### config.mk
export PLATFORM = sky130hd
export DESIGN_NAME = fifo_wr_arbiter
export DESIGN_NICKNAME = d
export VERILOG_FILES = /design/src/rtl/fifo_wr_arbiter.sv
export SDC_FILE = /design/constraint.sdc
export NUM_CORES = 1
export LEC_CHECK = 0
export CAP_MARGIN = 30
export CORE_MARGIN = 2
export CORE_UTILIZATION = 39
export DETAILED_ROUTE_END_ITERATION = 16
export GPL_ROUTABILITY_DRIVEN = 0
export PLACE_DENSITY = 0.85
export SETUP_SLACK_MARGIN = 0.1
export SYNTH_ARGS = -nofsm -noshare
export SYNTH_HDL_FRONTEND = slang
export SYNTH_SLANG_ARGS = --single-unit
### constraint.sdc
create_clock -name clk -period 2.3 [get_ports clk]
set_input_delay 0.46 -clock clk [delete_from_list [all_inputs] [get_ports clk]]
set_output_delay 0.46 -clock clk [all_outputs]
set_load 0.05 [all_outputs]
### src/rtl/fifo_wr_arbiter.sv
// Round-robin arbiter sharing one FIFO write port among NUM_REQ producers.
// Define FIFO_ARB_PRIO_EN to give requester 0 strict priority over the rotation.
module fifo_wr_arbiter #(
  parameter  int NUM_REQ    = 4,
  parameter  int DATA_WIDTH = 8,
  localparam int IDW        = $clog2(NUM_REQ)
) (
  input  logic                          clk,
  input  logic                          rst,
  input  logic [NUM_REQ-1:0]            req,
  input  logic [NUM_REQ*DATA_WIDTH-1:0] req_data,
  output logic [NUM_REQ-1:0]            ack,
  output logic                          fifo_wr,
  output logic [DATA_WIDTH-1:0]         fifo_wdata,
  input  logic                          fifo_full,
  output logic [IDW-1:0]                grant_id,
  output logic                          busy
);

  localparam logic [0:0] IDLE  = 1'b0;
  localparam logic [0:0] ISSUE = 1'b1;

  logic [0:0]            state_q, state_d;
  logic [NUM_REQ-1:0]    ack_q, ack_d;
  logic                  wr_q, wr_d;
  logic [DATA_WIDTH-1:0] wdata_q, wdata_d;
  logic [IDW-1:0]        gid_q, gid_d;
  logic [IDW-1:0]        last_q, last_d;

  logic [NUM_REQ-1:0]    eligible;
  logic [NUM_REQ-1:0]    cand;
  logic                  prio0;
  logic [IDW-1:0]        rr_win;

  assign eligible = req & ~ack_q;

`ifdef FIFO_ARB_PRIO_EN
  // Requester 0 bypasses the rotation; the others rotate among themselves.
  assign prio0 = eligible[0];
  assign cand  = eligible & ~NUM_REQ'(1);
`else
  assign prio0 = 1'b0;
  assign cand  = eligible;
`endif

  // First candidate after last_q, wrapping, so last_q ranks lowest.
  always_comb begin
    logic found;
    found  = 1'b0;
    rr_win = last_q;
    for (int k = 1; k <= NUM_REQ; k++) begin
      int idx;
      idx = int'(last_q) + k;
      if (idx >= NUM_REQ) idx = idx - NUM_REQ;
      if (!found && cand[idx[IDW-1:0]]) begin
        found  = 1'b1;
        rr_win = idx[IDW-1:0];
      end
    end
  end

  always_comb begin
    logic [IDW-1:0] sel;
    state_d = state_q;
    ack_d   = '0;
    wr_d    = 1'b0;
    wdata_d = wdata_q;
    gid_d   = gid_q;
    last_d  = last_q;
    sel     = prio0 ? '0 : rr_win;
    unique case (state_q)
      IDLE: begin
        if (!fifo_full && (eligible != '0)) begin
          state_d = ISSUE;
          wr_d    = 1'b1;
          ack_d   = NUM_REQ'(1) << sel;
          wdata_d = req_data[int'(sel)*DATA_WIDTH +: DATA_WIDTH];
          gid_d   = sel;
          if (!prio0) last_d = sel;
        end
      end
      ISSUE: state_d = IDLE;
      default: state_d = IDLE;
    endcase
  end

  always_ff @(posedge clk or negedge rst) begin
    if (!rst) begin
      state_q <= IDLE;
      ack_q   <= '0;
      wr_q    <= 1'b0;
      wdata_q <= '0;
      gid_q   <= '0;
      last_q  <= IDW'(NUM_REQ - 1);
    end else begin
      state_q <= state_d;
      ack_q   <= ack_d;
      wr_q    <= wr_d;
      wdata_q <= wdata_d;
      gid_q   <= gid_d;
      last_q  <= last_d;
    end
  end

  assign ack        = ack_q;
  assign fifo_wr    = wr_q;
  assign fifo_wdata = wdata_q;
  assign grant_id   = gid_q;
  assign busy       = (state_q == ISSUE);

endmodule

==> results of run 1 <==
-- worst min-delay path: cells and delay by family, from the launching register on --
kind | cells | cell delay, ns
and+or+nand+nor | 2 | 0.12
DFF | 1 | 0.36
-- where the power goes --
part / total (mW) / switching [mW] / internal, mW
combinational: 1.48 / 0.872 / 0.607
sequential: 0.532 / 0.0951 / 0.437
clock: 0.166 / 0.0987 / 0.0674
-- cell type report --
class	instances	area [um2]	area share (%)
timing repair buffer	65	636	36.8
multi-input combinational	74	592	34.3
sequential	17	428	24.8
tap	30	37.5	2.17
clock buffer	4	26.3	1.52
inverter	2	7.51	0.435
-- Yosys cell counts, drive strengths merged, types with 2 or more instances --
cell | instances | share of area (%)
a221oi | 8 | 6.7
o211a | 2 | 1.9
dfrtp | 15 | 36
dfstp | 2 | 5.0
and2b | 2 | 1.8
mux2i | 8 | 7.7
a211o | 2 | 1.8
a211oi | 8 | 5.8
a21oi | 3 | 1.4
buf | 4 | 4.4
nor2 | 16 | 5.8
inv | 2 | 0.72
o211ai | 2 | 1.9
nand2b | 3 | 2.0
and2 | 8 | 4.8
-- per-layer routing --
metal  vias up  share of wire, %  global-route usage [%]
met1       485                41                    22.6
met5         -                 0                       0
met3         6               7.4                    5.35
li1        499                 -                       -
met2        49                49                    31.5
met4         0               2.1                    10.5
-- worst paths after layout --
path | startpoint | endpoint | slack, ns | cells past startpoint
setup / recovery | req[1] | fifo_wdata[5] | 0.17 | 8
hold / removal | grant_id[1] | grant_id[1] | 0.51 | 2
setup reg to reg | ack[1] | fifo_wdata[5] | 0.40 | 7
hold reg to reg | grant_id[1] | grant_id[1] | 0.51 | 2
max in group asynchronous | rst | fifo_wdata[1] | 1.21 | 1
min in group asynchronous | rst | fifo_wdata[7] | 0.61 | 1
-- flip-flops by register name, indices dropped and copies added (netlist names) --
| register | flops |
|---|---|
| ack | 4 |
| busy | 1 |
| fifo_wdata | 8 |
| grant_id | 2 |
| last_q | 2 |
-- kinds of logic (layout without fill, tap and decap cells) --
logic type / after synthesis / after routing / synth area share [%]
AND/OR/NAND/NOR: 34 / 34 / 17.4
buffers and inverters: 6 / 71 / 5.17
flip-flops: 17 / 17 / 41.1
AO/OA/AOI/OAI: 32 / 32 / 28.6
multiplexers: 8 / 8 / 7.69
-- what timing repair did --
item / in CTS / in global routing
setup endpoints to repair: 0 / 6
buffers inserted: 0 / 3
gates resized for setup: 0 / 6
==> summary.txt, run 1 <==
Routing
  – DR pass1 iterations: 4
  – Drt wl/cell: approximately 15 um
  – Post-route ant nets: 0
  – WL final: 2870 um
  – Detailed-route via count: between 1k and 1.5k
  – Drt via density: 5.41
  – DR DRC count: 0
  – DRT iter0 DRCs: 14

Floorplanning
  – Die Y-Extent: roughly 56 um
  – # rows: 18
  – Die area: 3100 um2
  – Core area: 2500 um2
  – # IOs: 55
  – Initial Util: approximately two fifths
  – Chip width: 55.7 um

Critical path
  – Critical Setup Path Class: primary input to flop
  – CP endpoint kind: flop
  – Slowest cell delay on critical path: 0.47 ns
  – WP data required: 2.50 ns
  – Crit-path leading delay family: buffers and inverters
  – CP max FO: 11
  – Worst-path cell chain: clkdlybuf4s50_1 > or2b_2 > o221ai_2 > a21boi_4 > buf_12 > buf_4 > mux2i_1 > a211oi_1
  – Critical Path Start Type: primary input
  – Buf+Inv Stages, Crit Path: 3
  – Slowest stage cell, crit path: clkdlybuf4s50_1
  – WP data arrival: around 2.3 ns

Clock network
  – CTS tree: done
  – CTS Buffer Depth: 2
  – Clock buffers created by TritonCTS: 3
  – H-tree depth: 1
  – CTS Hold Buffers Added: 0
  – Clock latency at the later pin of the worst-skew pair: 0.29 ns
  – Clock sinks: 17
  – CTS root buffer: clkbuf_4
  – Clock-pin transition on the worst setup and hold timing paths: 0.10 ns

Timing
  – Fin crit period: 2.13 ns
  – Final setup viols: 0
  – Hold Vio Cnt, Final: 0
  – Count of final max-slew check failures: 0
  – Period utilisation layout: 92.7%
  – Final worst slack: 0.167 ns
  – Setup TNS: 0 ns
  – Worst Skew: 0.00995 ns
  – Min Hold Slack: 0.511 ns
  – Unrepaired setup endpoints after global routing: false
  – Fmax: 0.469 GHz
  – Worst-margin pin slew: 0.770 ns
  – Max-slew headroom: 48.5%

Finish
  – Final nets: 202
  – FILL cells: ~180
  – Leading cell type in the layout, fill and taps excluded: clkdlybuf4s50_1
  – Final std cells w/o fill: 192
  – Layout area overhead: 65.9%
  – Commonest cells after routing, fill and taps aside: clkdlybuf4s50_1 (54), nor2_1 (16), dfrtp_1 (15)
  – Fin util: 69.1%
  – Share of cells above drive strength 1: 19.8%
  – Final Instance Area: 1730 um2
  – Antenna diode count: 0

Synth
  – Register area share after synthesis: 41.1%
  – Mapped cell area: ~1000 um2
  – Yosys reg bits: 17
  – EDFF count, synth: 0
  – Unique cell type count in the Yosys netlist: 33
  – Synthesized Nets: about 140
  – Async SR Flop Fraction: 100%
  – Top FF cell, synth: dfrtp_1
  – Avg Inst Size Synth: 10.7 um2
  – Syn Inst Count: 97
  – Number of synthesis warnings: 0

Power
  – PnR Total Power: ~2.2 mW
  – Peak VDD IR: approximately 1.1 mV
  – P_leak: just over 0.7 nW
  – Pwr/cell area: 1260 nW/um2

Global routing
  – Global-route wire length before repair: around 4700 um
  – All-Layer GR Usage: about a fifth
  – Initial antenna violation count: 0
  – Largest net degree at the start of global routing: 18
  – Vias in the first global route: 1048
  – Congestion Overflow GR: 0

Place
  – Cell Area, Placed: 1630 um2
  – Cells after DPL: 185
  – Dpl ws: -0.142 ns
  – Post-DP HPWL: 2270 um
  – # port buffers: 54

Run
  – Max Cap Viol: 0

Outcome
  – Status: finished clean

Worst hold path
  – HP Class: flop to flop
Power figures use the tool's default switching activity.
==> inputs of run 2 (changes only) <==
--- a/config.mk
+++ b/config.mk
@@ -6,12 +6,13 @@
 export NUM_CORES = 1
 export LEC_CHECK = 0
 export CAP_MARGIN = 30
-export CORE_MARGIN = 2
+export CORE_MARGIN = 3
 export CORE_UTILIZATION = 39
 export DETAILED_ROUTE_END_ITERATION = 16
 export GPL_ROUTABILITY_DRIVEN = 0
 export PLACE_DENSITY = 0.85
 export SETUP_SLACK_MARGIN = 0.1
+export SKIP_CTS_REPAIR_TIMING = 1
 export SYNTH_ARGS = -nofsm -noshare
 export SYNTH_HDL_FRONTEND = slang
 export SYNTH_SLANG_ARGS = --single-unit
==> run 2 against run 1 <==
Net effect: fmax rose by 2.2%; critical path type unchanged; utilization decreased by 1.6 points; design area is 2.3% lower; register-to-register slack improved by 0.04 ns; clock skew is 0.0021 ns lower; highest routed layer unchanged; via count up 0.29%; clock-buffer cell count did not move; sequential share of layout area is 0.59 points higher.
==> summary.txt, run 2 (synthesis gave the netlist of run 1 again) <==
Floorplanning
  – Initial Util: 41.6% (unchanged)
  – # IOs: 55 (unchanged)
  – Chip width: 57.7 um (+3.6%)
  – Die area: 3330 um2 (+7.3%)
  – # rows: 18 (unchanged)
  – Core area: 2500 um2 (unchanged)
  – Die Y-Extent: 57.7 um (+3.6%)

Global routing
  – Initial antenna violation count: 0 (unchanged)
  – Global-route wire length before repair: 4530 um (-4.1%)
  – All-Layer GR Usage: 17.4% (-1.8 points)
  – Congestion Overflow GR: 0 (unchanged)
  – Vias in the first global route: 1035 (-1.2%)
  – Largest net degree at the start of global routing: 18 (unchanged)

Routing
  – Detailed-route via count: 1042 (+0.29%)
  – DRT iter0 DRCs: 21 (+7)
  – WL final: 2710 um (-5.6%)
  – DR pass1 iterations: 4 (unchanged)
  – Drt wl/cell: 14.2 um (-5.1%)
  – Drt via density: 5.46 (+0.81%)
  – DR DRC count: 0 (unchanged)
  – Post-route ant nets: 0 (unchanged)

Clock network
  – CTS tree: done
  – Clock-pin transition on the worst setup and hold timing paths: 0.10 ns (about the same)
  – Clock sinks: 17 (unchanged)
  – CTS root buffer: clkbuf_4
  – Clock buffers created by TritonCTS: 3 (unchanged)
  – H-tree depth: 1 (unchanged)
  – Clock latency at the later pin of the worst-skew pair: 0.29 ns (about the same)
  – CTS Buffer Depth: 2 (unchanged)

Power
  – Pwr/cell area: 1250 nW/um2 (-0.79%)
  – Sw Ratio: 48.3% (-0.66 points)
  – Int Pwr: 1.09 mW (-1.8%)
  – Clock power frac: 7.6% (about the same)
  – Reg power frac: 25.2% (+0.7 points)
  – Logic pwr share: 67.2% (-0.7 points)
  – Peak VDD IR: 0.738 mV (-32%)
  – Net switching power: 1.02 mW (-4.4%)
  – PnR Total Power: 2.11 mW (-3.1%)
  – P_leak: 0.706 nW (-2.2%)

Finish
  – Layout area overhead: 62.0%
  – Antenna diode count: 0 (unchanged)
  – Leading cell type in the layout, fill and taps excluded: clkdlybuf4s50_1
  – Area of the multi-input gates: 559 um2 (-5.5%)
  – Fin util: 67.5% (-1.6 points)
  – Commonest cells after routing, fill and taps aside: clkdlybuf4s50_1 (54), nor2_1 (16), dfrtp_1 (15)
  – FILL cells: 199 (+8.7%)
  – Share of cells above drive strength 1: 16.1% (-3.6 points)
  – Max FFs per register: 8 (unchanged)
  – Final nets: 201 (-0.50%)
  – FF/Latch Area: 428 um2 (unchanged)

Timing
  – Max-slew headroom: 52.2% (+3.8 points)
  – Count of final max-slew check failures: 0 (unchanged)
  – Fmax: 0.479 GHz (+2.2%)
  – Unrepaired setup endpoints after global routing: false
  – Final setup viols: 0 (unchanged)
  – Worst Skew: 0.00786 ns (-0.00209 ns)
  – Period utilisation layout: 90.7% (-2.0 points)
  – Worst-margin pin slew: 0.714 ns (-0.0564 ns)
  – Hold Vio Cnt, Final: 0 (unchanged)
  – Fin crit period: 2.09 ns (-0.0465 ns)

Critical path
  – WP data arrival: 2.27 ns (-0.06 ns)
  – Critical Setup Path Class: primary input to flop
  – FF-to-FF setup slack: 0.44 ns (+0.04 ns)
  – Reg-to-Reg Start: last_q[0]
  – WP data required: 2.48 ns (-0.02 ns)
  – Setup crit start: req[1]
  – Worst R2R End: fifo_wdata[5]
  – Worst Setup EP: fifo_wdata[5]
  – CP endpoint kind: flop
  – Critical Path Start Type: primary input
  – R2R cell count: 5 (-2)
  – CP max FO: 6 (-5)

Worst hold path
  – Worst hold stages: 2 (unchanged)
  – HP Class: flop to flop

Place
  – Post-DP HPWL: 2170 um (-4.3%)
  – # port buffers: 54 (unchanged)

Run
  – Max Cap Viol: 0 (unchanged)

Outcome
  – Status: finished clean
-- run 2: metrics by stage --
step	hold WS [ns]	area, um2	setup TNS, ns	worst slack [ns]	instances
after floorplan	0.164	1040	0	0.251	97
after global placement	0.483	1630	-0.128	-0.0481	185
after detailed placement	0.505	1630	-0.502	-0.114	185
after CTS	0.523	1660	0	0.182	189
after global routing	0.559	1690	0	0.125	191
final	0.516	1690	0	0.213	191
-- run 2: how the worst min path moves through the flow --
stage,start,endpoint,slack (ns)
floorplan,rst,ack[0],0.16
global placement,grant_id[1],grant_id[1],0.48
detailed placement,grant_id[1],grant_id[1],0.51
CTS,grant_id[1],grant_id[1],0.52
global route,grant_id[1],grant_id[1],0.56
finish,grant_id[1],grant_id[1],0.52
-- run 2: power groups by stage --
| stage | Sequential [mW] | Combinational [mW] | Clock (mW) |
|---|---|---|---|
| 6_report | 0.532 | 1.42 | 0.160 |
| 5_1_grt | 0.551 | 1.50 | 0.171 |
| 4_1_cts | 0.531 | 1.35 | 0.159 |
| 3_5_place_dp | 0.535 | 1.35 | 0 |
| 3_3_place_gp | 0.531 | 1.33 | 0 |
| 2_1_floorplan | 0.898 | 0.579 | 0 |
-- run 2: layout make-up --
type                    count  area share, %
well taps                  30           2.23
inverters                   2          0.445
repair buffers             64           37.2
flip-flops and latches     17           25.4
multi-input cells          74           33.2
clock buffers               4           1.56
-- run 2: critical path, cell delays in order --
cell	delay (ns)
clkdlybuf4s50_1	0.47
or2b_2	0.36
o221ai_2	0.22
buf_4	0.16
a21boi_4	0.07
buf_12	0.14
mux2i_1	0.11
a211oi_1	0.27
-- run 2: layer usage --
layer  track usage [%]  vias to the layer above  routed length [um]
li1                  -                      499                   -
met1              22.4                      478                1120
met2              28.2                       60                1270
met3              4.68                        5                 284
met4              5.96                        0                  33
met5                 0                        -                   0
==> inputs of run 3 (changes only) <==
--- a/config.mk
+++ b/config.mk
@@ -13,6 +13,7 @@
 export PLACE_DENSITY = 0.85
 export SETUP_SLACK_MARGIN = 0.1
 export SKIP_CTS_REPAIR_TIMING = 1
+export SLEW_MARGIN = 10
 export SYNTH_ARGS = -nofsm -noshare
 export SYNTH_HDL_FRONTEND = slang
 export SYNTH_SLANG_ARGS = --single-unit
==> results of run 3 <==
Same layout as run 2: the final DEF is identical, and so are final timing and power.
